### src/rtl/tanh_scheduler_pkg.sv
// Shared definitions for the tanh scheduler: Q5.26 constants, data width and FSM states.
package tanh_scheduler_pkg;

    localparam int DW = 32;

    // Q5.26 constants: +1.0, -1.0 and the saturation threshold 4.0
    localparam logic signed [31:0] ONE_Q     = 32'sh0400_0000;
    localparam logic signed [31:0] NEG_ONE_Q = 32'shFC00_0000;
    localparam logic signed [31:0] SAT_Q     = 32'sh1000_0000;

    // Variable selector encoding
    localparam logic [1:0] SEL_X = 2'd0;
    localparam logic [1:0] SEL_Y = 2'd1;
    localparam logic [1:0] SEL_Z = 2'd2;

    typedef enum logic [2:0] {
        S_IDLE,
        S_LATCH,
        S_ISSUE,
        S_WAIT,
        S_DONE
    } state_t;

endpackage

### src/rtl/tanh_watchdog.sv
// Wait-cycle counter for core requests; tc flags that TIMEOUT cycles have elapsed.
module tanh_watchdog #(
    parameter int TIMEOUT = 64
)(
    input  logic clk,
    input  logic rst,
    input  logic clr,
    input  logic en,
    output logic tc
);

    localparam int CW = (TIMEOUT > 1) ? $clog2(TIMEOUT) : 1;
    localparam logic [CW-1:0] TC_V = CW'(TIMEOUT - 1);

    logic [CW-1:0] count;

    assign tc = (count == TC_V);

    // Count enabled cycles, holding at the terminal value until cleared
    always_ff @(posedge clk or negedge rst) begin
        if (!rst) begin
            count <= '0;
        end else if (clr) begin
            count <= '0;
        end else if (en && !tc) begin
            count <= count + 1'b1;
        end
    end

endmodule

### src/rtl/tanh_scheduler.sv
// Sequences tanh evaluation of x/y/z through a shared core, short-cutting
// saturated arguments and aborting a stalled core access via a watchdog.
module tanh_scheduler
    import tanh_scheduler_pkg::*;
#(
    parameter int DW      = tanh_scheduler_pkg::DW,
    parameter int TIMEOUT = 64
)(
    input  logic          clk,
    input  logic          rst,
    input  logic          start,
    input  logic          abort,
    input  logic [DW-1:0] ddx,
    input  logic [DW-1:0] ddy,
    input  logic [DW-1:0] ddz,
    output logic          core_req,
    output logic [DW-1:0] core_arg,
    input  logic          core_ack,
    input  logic [DW-1:0] core_res,
    output logic [DW-1:0] tanx,
    output logic [DW-1:0] tany,
    output logic [DW-1:0] tanz,
    output logic          en,
    output logic          busy,
    output logic          err_timeout,
    output logic          err_overrun
);

    localparam logic signed [DW-1:0] ONE_V = DW'(ONE_Q);
    localparam logic signed [DW-1:0] NEG_V = DW'(NEG_ONE_Q);
    localparam logic signed [DW-1:0] SAT_V = DW'(SAT_Q);

    // |a| >= 4.0 without forming |a|, so the most negative code counts as saturated
    function automatic logic is_sat(input logic signed [DW-1:0] a);
        return (a >= SAT_V) || (a <= -SAT_V);
    endfunction

    function automatic logic signed [DW-1:0] sat_val(input logic signed [DW-1:0] a);
        return a[DW-1] ? NEG_V : ONE_V;
    endfunction

    state_t state, state_n;
    logic [1:0] sel;
    logic signed [DW-1:0] argx, argy, argz, arg_cur, res_val;
    logic ld_args, sel_clr, sel_inc, res_we, advance;
    logic req_set, req_clr, en_set, en_clr, ovr_set, to_set;
    logic wd_clr, wd_en, wd_tc;

    assign busy = (state != S_IDLE);

    tanh_watchdog #(.TIMEOUT(TIMEOUT)) u_watchdog (
        .clk (clk),
        .rst (rst),
        .clr (wd_clr),
        .en  (wd_en),
        .tc  (wd_tc)
    );

    // Select the argument currently being processed
    always_comb begin
        case (sel)
            SEL_X:   arg_cur = argx;
            SEL_Y:   arg_cur = argy;
            default: arg_cur = argz;
        endcase
    end

    // Next-state decode and per-cycle control strobes; abort overrides everything
    always_comb begin
        state_n = state;
        ld_args = 1'b0;
        sel_clr = 1'b0;
        sel_inc = 1'b0;
        res_we  = 1'b0;
        res_val = '0;
        advance = 1'b0;
        req_set = 1'b0;
        req_clr = 1'b0;
        en_set  = 1'b0;
        en_clr  = 1'b0;
        ovr_set = 1'b0;
        to_set  = 1'b0;
        wd_clr  = 1'b0;
        wd_en   = 1'b0;
        if (abort) begin
            state_n = S_IDLE;
            req_clr = 1'b1;
            en_clr  = 1'b1;
            sel_clr = 1'b1;
        end else begin
            if (start && (state != S_IDLE)) ovr_set = 1'b1;
            case (state)
                S_IDLE: begin
                    if (start) begin
                        ld_args = 1'b1;
                        en_clr  = 1'b1;
                        sel_clr = 1'b1;
                        state_n = S_LATCH;
                    end
                end
                S_LATCH: begin
                    if (is_sat(arg_cur)) begin
                        res_we  = 1'b1;
                        res_val = sat_val(arg_cur);
                        advance = 1'b1;
                    end else begin
                        state_n = S_ISSUE;
                    end
                end
                S_ISSUE: begin
                    req_set = 1'b1;
                    wd_clr  = 1'b1;
                    state_n = S_WAIT;
                end
                S_WAIT: begin
                    wd_en = 1'b1;
                    if (core_ack) begin
                        res_we  = 1'b1;
                        res_val = core_res;
                        req_clr = 1'b1;
                        advance = 1'b1;
                    end else if (wd_tc) begin
                        res_we  = 1'b1;
                        res_val = '0;
                        to_set  = 1'b1;
                        req_clr = 1'b1;
                        advance = 1'b1;
                    end
                end
                S_DONE: begin
                    en_set  = 1'b1;
                    state_n = S_IDLE;
                end
                default: state_n = S_IDLE;
            endcase
            if (advance) begin
                if (sel == SEL_Z) begin
                    state_n = S_DONE;
                end else begin
                    sel_inc = 1'b1;
                    state_n = S_LATCH;
                end
            end
        end
    end

    // FSM state register
    always_ff @(posedge clk or negedge rst) begin
        if (!rst) state <= S_IDLE;
        else      state <= state_n;
    end

    // Control registers: selector, core handshake, valid level and sticky errors
    always_ff @(posedge clk or negedge rst) begin
        if (!rst) begin
            sel         <= SEL_X;
            core_req    <= 1'b0;
            core_arg    <= '0;
            en          <= 1'b0;
            err_timeout <= 1'b0;
            err_overrun <= 1'b0;
        end else begin
            if (sel_clr)      sel <= SEL_X;
            else if (sel_inc) sel <= sel + 2'd1;
            if (req_set) begin
                core_req <= 1'b1;
                core_arg <= arg_cur;
            end else if (req_clr) begin
                core_req <= 1'b0;
            end
            if (en_clr)      en <= 1'b0;
            else if (en_set) en <= 1'b1;
            if (to_set)  err_timeout <= 1'b1;
            if (ovr_set) err_overrun <= 1'b1;
        end
    end

    // Argument capture and result registers; results hold between writes
    always_ff @(posedge clk or negedge rst) begin
        if (!rst) begin
            argx <= '0;
            argy <= '0;
            argz <= '0;
            tanx <= '0;
            tany <= '0;
            tanz <= '0;
        end else begin
            if (ld_args) begin
                argx <= ddx;
                argy <= ddy;
                argz <= ddz;
            end
            if (res_we) begin
                case (sel)
                    SEL_X:   tanx <= res_val;
                    SEL_Y:   tany <= res_val;
                    default: tanz <= res_val;
                endcase
            end
        end
    end

endmodule

### config.mk
export PLATFORM = sky130hd
export DESIGN_NAME = tanh_scheduler
export DESIGN_NICKNAME = d
export VERILOG_FILES = /design/src/rtl/tanh_scheduler_pkg.sv /design/src/rtl/tanh_watchdog.sv /design/src/rtl/tanh_scheduler.sv
export SDC_FILE = /design/constraint.sdc
export NUM_CORES = 1
export LEC_CHECK = 0
export ABC_AREA = 1
export CORE_UTILIZATION = 39
export DETAILED_ROUTE_END_ITERATION = 12
export PLACE_DENSITY = 0.73
export REMOVE_ABC_BUFFERS = 1
export SYNTH_ARGS = -nofsm -noshare
export SYNTH_HDL_FRONTEND = slang
export SYNTH_HIERARCHICAL = 1
export SYNTH_SLANG_ARGS = --single-unit
### constraint.sdc
create_clock -name clk -period 3.1 [get_ports clk]
set_input_delay 0.62 -clock clk [delete_from_list [all_inputs] [get_ports clk]]
set_output_delay 0.62 -clock clk [all_outputs]
set_load 0.01 [all_outputs]
==> out/metrics.yaml <==
die:
  core_um2: 25400
  fp.dieW_um: 164
  core.rowCount: 58
  die_h_um: 164
  ios: 266
  die_area_um2: 26700
  initial_core_util_pct: 40.0
timing:
  drv_slew: 0
  period_minus_slack_ps: 2760
  final.setup.tns_ps: 0
  finalSetupViolations: 0
  hold_viol: 0
  min_period_over_period_pct: 89.0
  rsz0062_at_grt: "false"
  skew_ps: 9.33
  tightest_slew_ps: 556
  fmax_ghz: 0.363
  slew_headroom_pct: 62.9
clock_tree:
  htree_levels: 1
  tritoncts: "done"
  numCtsBuffers: 26
  postCtsSetupBuffers: 0
  cts.sinks: 239
  root_buffer: "clkbuf_16"
  clk_pin_slew_ps: 60
  clkLatencyLatePin_ps: 530
  cts.path.max_buffers: 3
place:
  dp.cells: 1549
  dp_hpwl_um: 18500
  place_congestion: 0.840
  port_buffers: 265
logic_synthesis:
  syn_inst: 979
  syn_area_um2: 10200
  synth_edf_count: 0
  ys_seq_area_share_pct: 58.8
  synth-seq-cells: 239
  yosys_warnings: 6
  async_flop_share_pct: 100
  synth.distinct_cells: 32
  postSynthAreaPerCell_um2: 10.4
  synth_ff_type: "dfrtp_1"
power_and_ir_drop:
  intPower_mw: 8.39
  p_clk_share_pct: 28.5
  powerDensity_nw_per_um2: 873
  peakVddDrop_v: 0.000456
  leakage_nw: 6.25
  switching_share_pct: 32.1
  seqPwrFrac_pct: 38.4
  power_frac_comb_pct: 33.1
  power.switching_mw: 3.96
layout:
  nets: 1384
  area_growth_pct: 39.0
  fin_cells: 1599
  final_layout_size_suffix_gt1_share_pct: 16.5
setup_path:
  cp.arrival_ps: 3200
  required_ps: 3540
  crit_path_end_kind: "flip-flop"
  startpoint: "sel[0]$_DFFE_PN0P_"
  start_kind: "flip-flop"
  critical_path.max_fanout: 36
  crit_type: "flip-flop to flip-flop"
  reg2reg_from: "sel[0]$_DFFE_PN0P_"
detailed_routing:
  detail_route.wl_per_cell_um: 16.7
  drc: 0
  ant_nets: 0
  drt_iter0_drc: 620
  routed_wl_um: 26700
  via_count: 7829
  avgViaCountPerCell: 4.90
  dr.pass1.iters: 5
global_routing:
  globalRouteTotalUtil_pct: 19.9
  grt_start_max_net_pins: 73
  grt_pass1_wl_um: 42000
  overflow: 0
  first_global_vias: 7909
  antenna_found_initial: 2
min_path:
  min_path_type: "input pin to asynchronous set/reset pin"
job:
  drv_cap: 0
status:
  status: "completed"
-- cell type report --
type	instances	area (µm²)
Clock buffer	36	779
Multi-Input combinational cell	657	3680
Fill cell	2185	11300
Antenna cell	2	5.00
Timing Repair Buffer	289	2940
Sequential cell	239	5980
Inverter	34	128
Tap cell	330	413
Clock inverter	12	213
-- placed cells by master (no fill, tap or decap), types with 5 or more instances in the layout --
cell / instances
buf_4: 14
clkbuf_8: 7
dfrtp_1: 239
inv_1: 30
nand2_1: 314
a21oi_1: 17
clkdlybuf4s50_1: 264
bufinv_16: 6
clkbuf_16: 27
buf_12: 7
mux2_2: 92
o21ai_2: 15
o21ai_0: 19
clkinv_2: 5
a21oi_2: 7
nor2_1: 37
nand3_1: 37
a31oi_1: 5
o21ai_1: 84
-- worst paths after layout --
| kind | end | slack, ps | cells after the start |
|---|---|---|---|
| worst max-delay path | tany[23]$_DFFE_PN0P_ | 340 | 16 |
| min in group clk | err_overrun$_DFFE_PN0P_ | 460 | 1 |
| worst min-delay path | tanx[14]$_DFFE_PN0P_ | 70 | 1 |
| worst max register to register | tany[23]$_DFFE_PN0P_ | 340 | 16 |
| worst min register to register | err_overrun$_DFFE_PN0P_ | 460 | 1 |
| max in group asynchronous | core_arg[25]$_DFFE_PN0P_ | 2250 | 2 |
-- stage by stage --
stage	util (%)	total power [mW]	hold slack (ps)	area, µm²	setup WS [ps]
after global placement	51.7	8.76	445	13100	321
after global routing	55.7	13.1	97.8	14100	46.2
after CTS	55.6	12.5	69.8	14100	150
after detailed placement	51.7	8.90	451	13100	217
final	55.7	12.3	66.4	14100	342
after floorplan	-	7.01	324	9780	-676
-- state kept, by name, indices dropped and copies added, names as in the netlist --
signal and flops:
u_watchdog/count 6, tanx 32, sel 2, argy 32, state 3, tany 32
argx 32, core_arg 32, en 1, core_req 1, tanz 32, err_overrun 1
argz 32, err_timeout 1
-- cells by family after synthesis --
logic type,Yosys count,synth area share [%]
muxes,92,10.2
DFF,239,58.8
buffers and inverters,83,5.15
adders and majority gates,4,0.492
AOI/OAI and AO/OA,152,8.52
and+or+nand+nor,409,16.9
-- critical path, stage by stage (launching register included) --
cell and delay [ps]:
dfrtp_1 410, inv_1 110, ha_2 260, buf_4 240
inv_1 80, o21ai_0 230, inv_1 90, nand2_1 100
nand3_1 80, a21oi_1 170, nand2_2 110, nand2_4 120
nand2_8 90, nand3_4 90, buf_6 280, nand2_1 100
o21ai_1 110
-- synthesized netlist by cell type, types with 2 or more instances --
| library cell | instances | share of area (%) |
|---|---|---|
| buf_2 | 2 | 0.098 |
| nand2_1 | 315 | 12 |
| ha_1 | 4 | 0.49 |
| nor3_1 | 3 | 0.15 |
| nand3_1 | 37 | 1.8 |
| nand3_4 | 3 | 0.52 |
| buf_4 | 2 | 0.15 |
| buf_6 | 27 | 3.0 |
| mux2_2 | 92 | 10 |
| dfrtp_1 | 239 | 59 |
| nand2_2 | 3 | 0.18 |
| nor2_2 | 2 | 0.12 |
| nor2_1 | 37 | 1.4 |
| nand4_1 | 2 | 0.12 |
| o21ai_2 | 15 | 1.3 |
| clkbuf_1 | 18 | 0.66 |
| inv_1 | 30 | 1.1 |
| inv_2 | 3 | 0.11 |
| o21ai_0 | 19 | 0.93 |
| a31oi_1 | 5 | 0.31 |
| o21ai_1 | 84 | 4.1 |
| nand2_8 | 2 | 0.39 |
| a21oi_2 | 7 | 0.60 |
| nand2_4 | 3 | 0.33 |
| nor2_4 | 2 | 0.22 |
| a21oi_1 | 17 | 0.84 |
-- power by group through the flow --
stage	combinational (mW)	sequential, mW	clock, mW
6_report	4.08	4.75	3.52
5_1_grt	4.52	4.87	3.71
4_1_cts	4.13	4.75	3.60
3_5_place_dp	4.11	4.79	0
3_3_place_gp	4.02	4.75	0
2_1_floorplan	2.23	4.79	0
-- per-layer routing --
layer | track usage (%) | part of all wire [%] | up-vias
li1 | - | - | 3752
met2 | 32.5 | 46 | 315
met5 | 0 | 0.049 | -
met3 | 6.73 | 10 | 37
met1 | 25.2 | 42 | 3723
met4 | 5.05 | 2.3 | 2
-- timing repair --
action,CTS,global route
setup endpoints to repair,0,38
resized for setup,0,3
hold buffers,0,0
hold endpoints to repair,0,0
No activity file was read; power rests on OpenSTA's default activity.
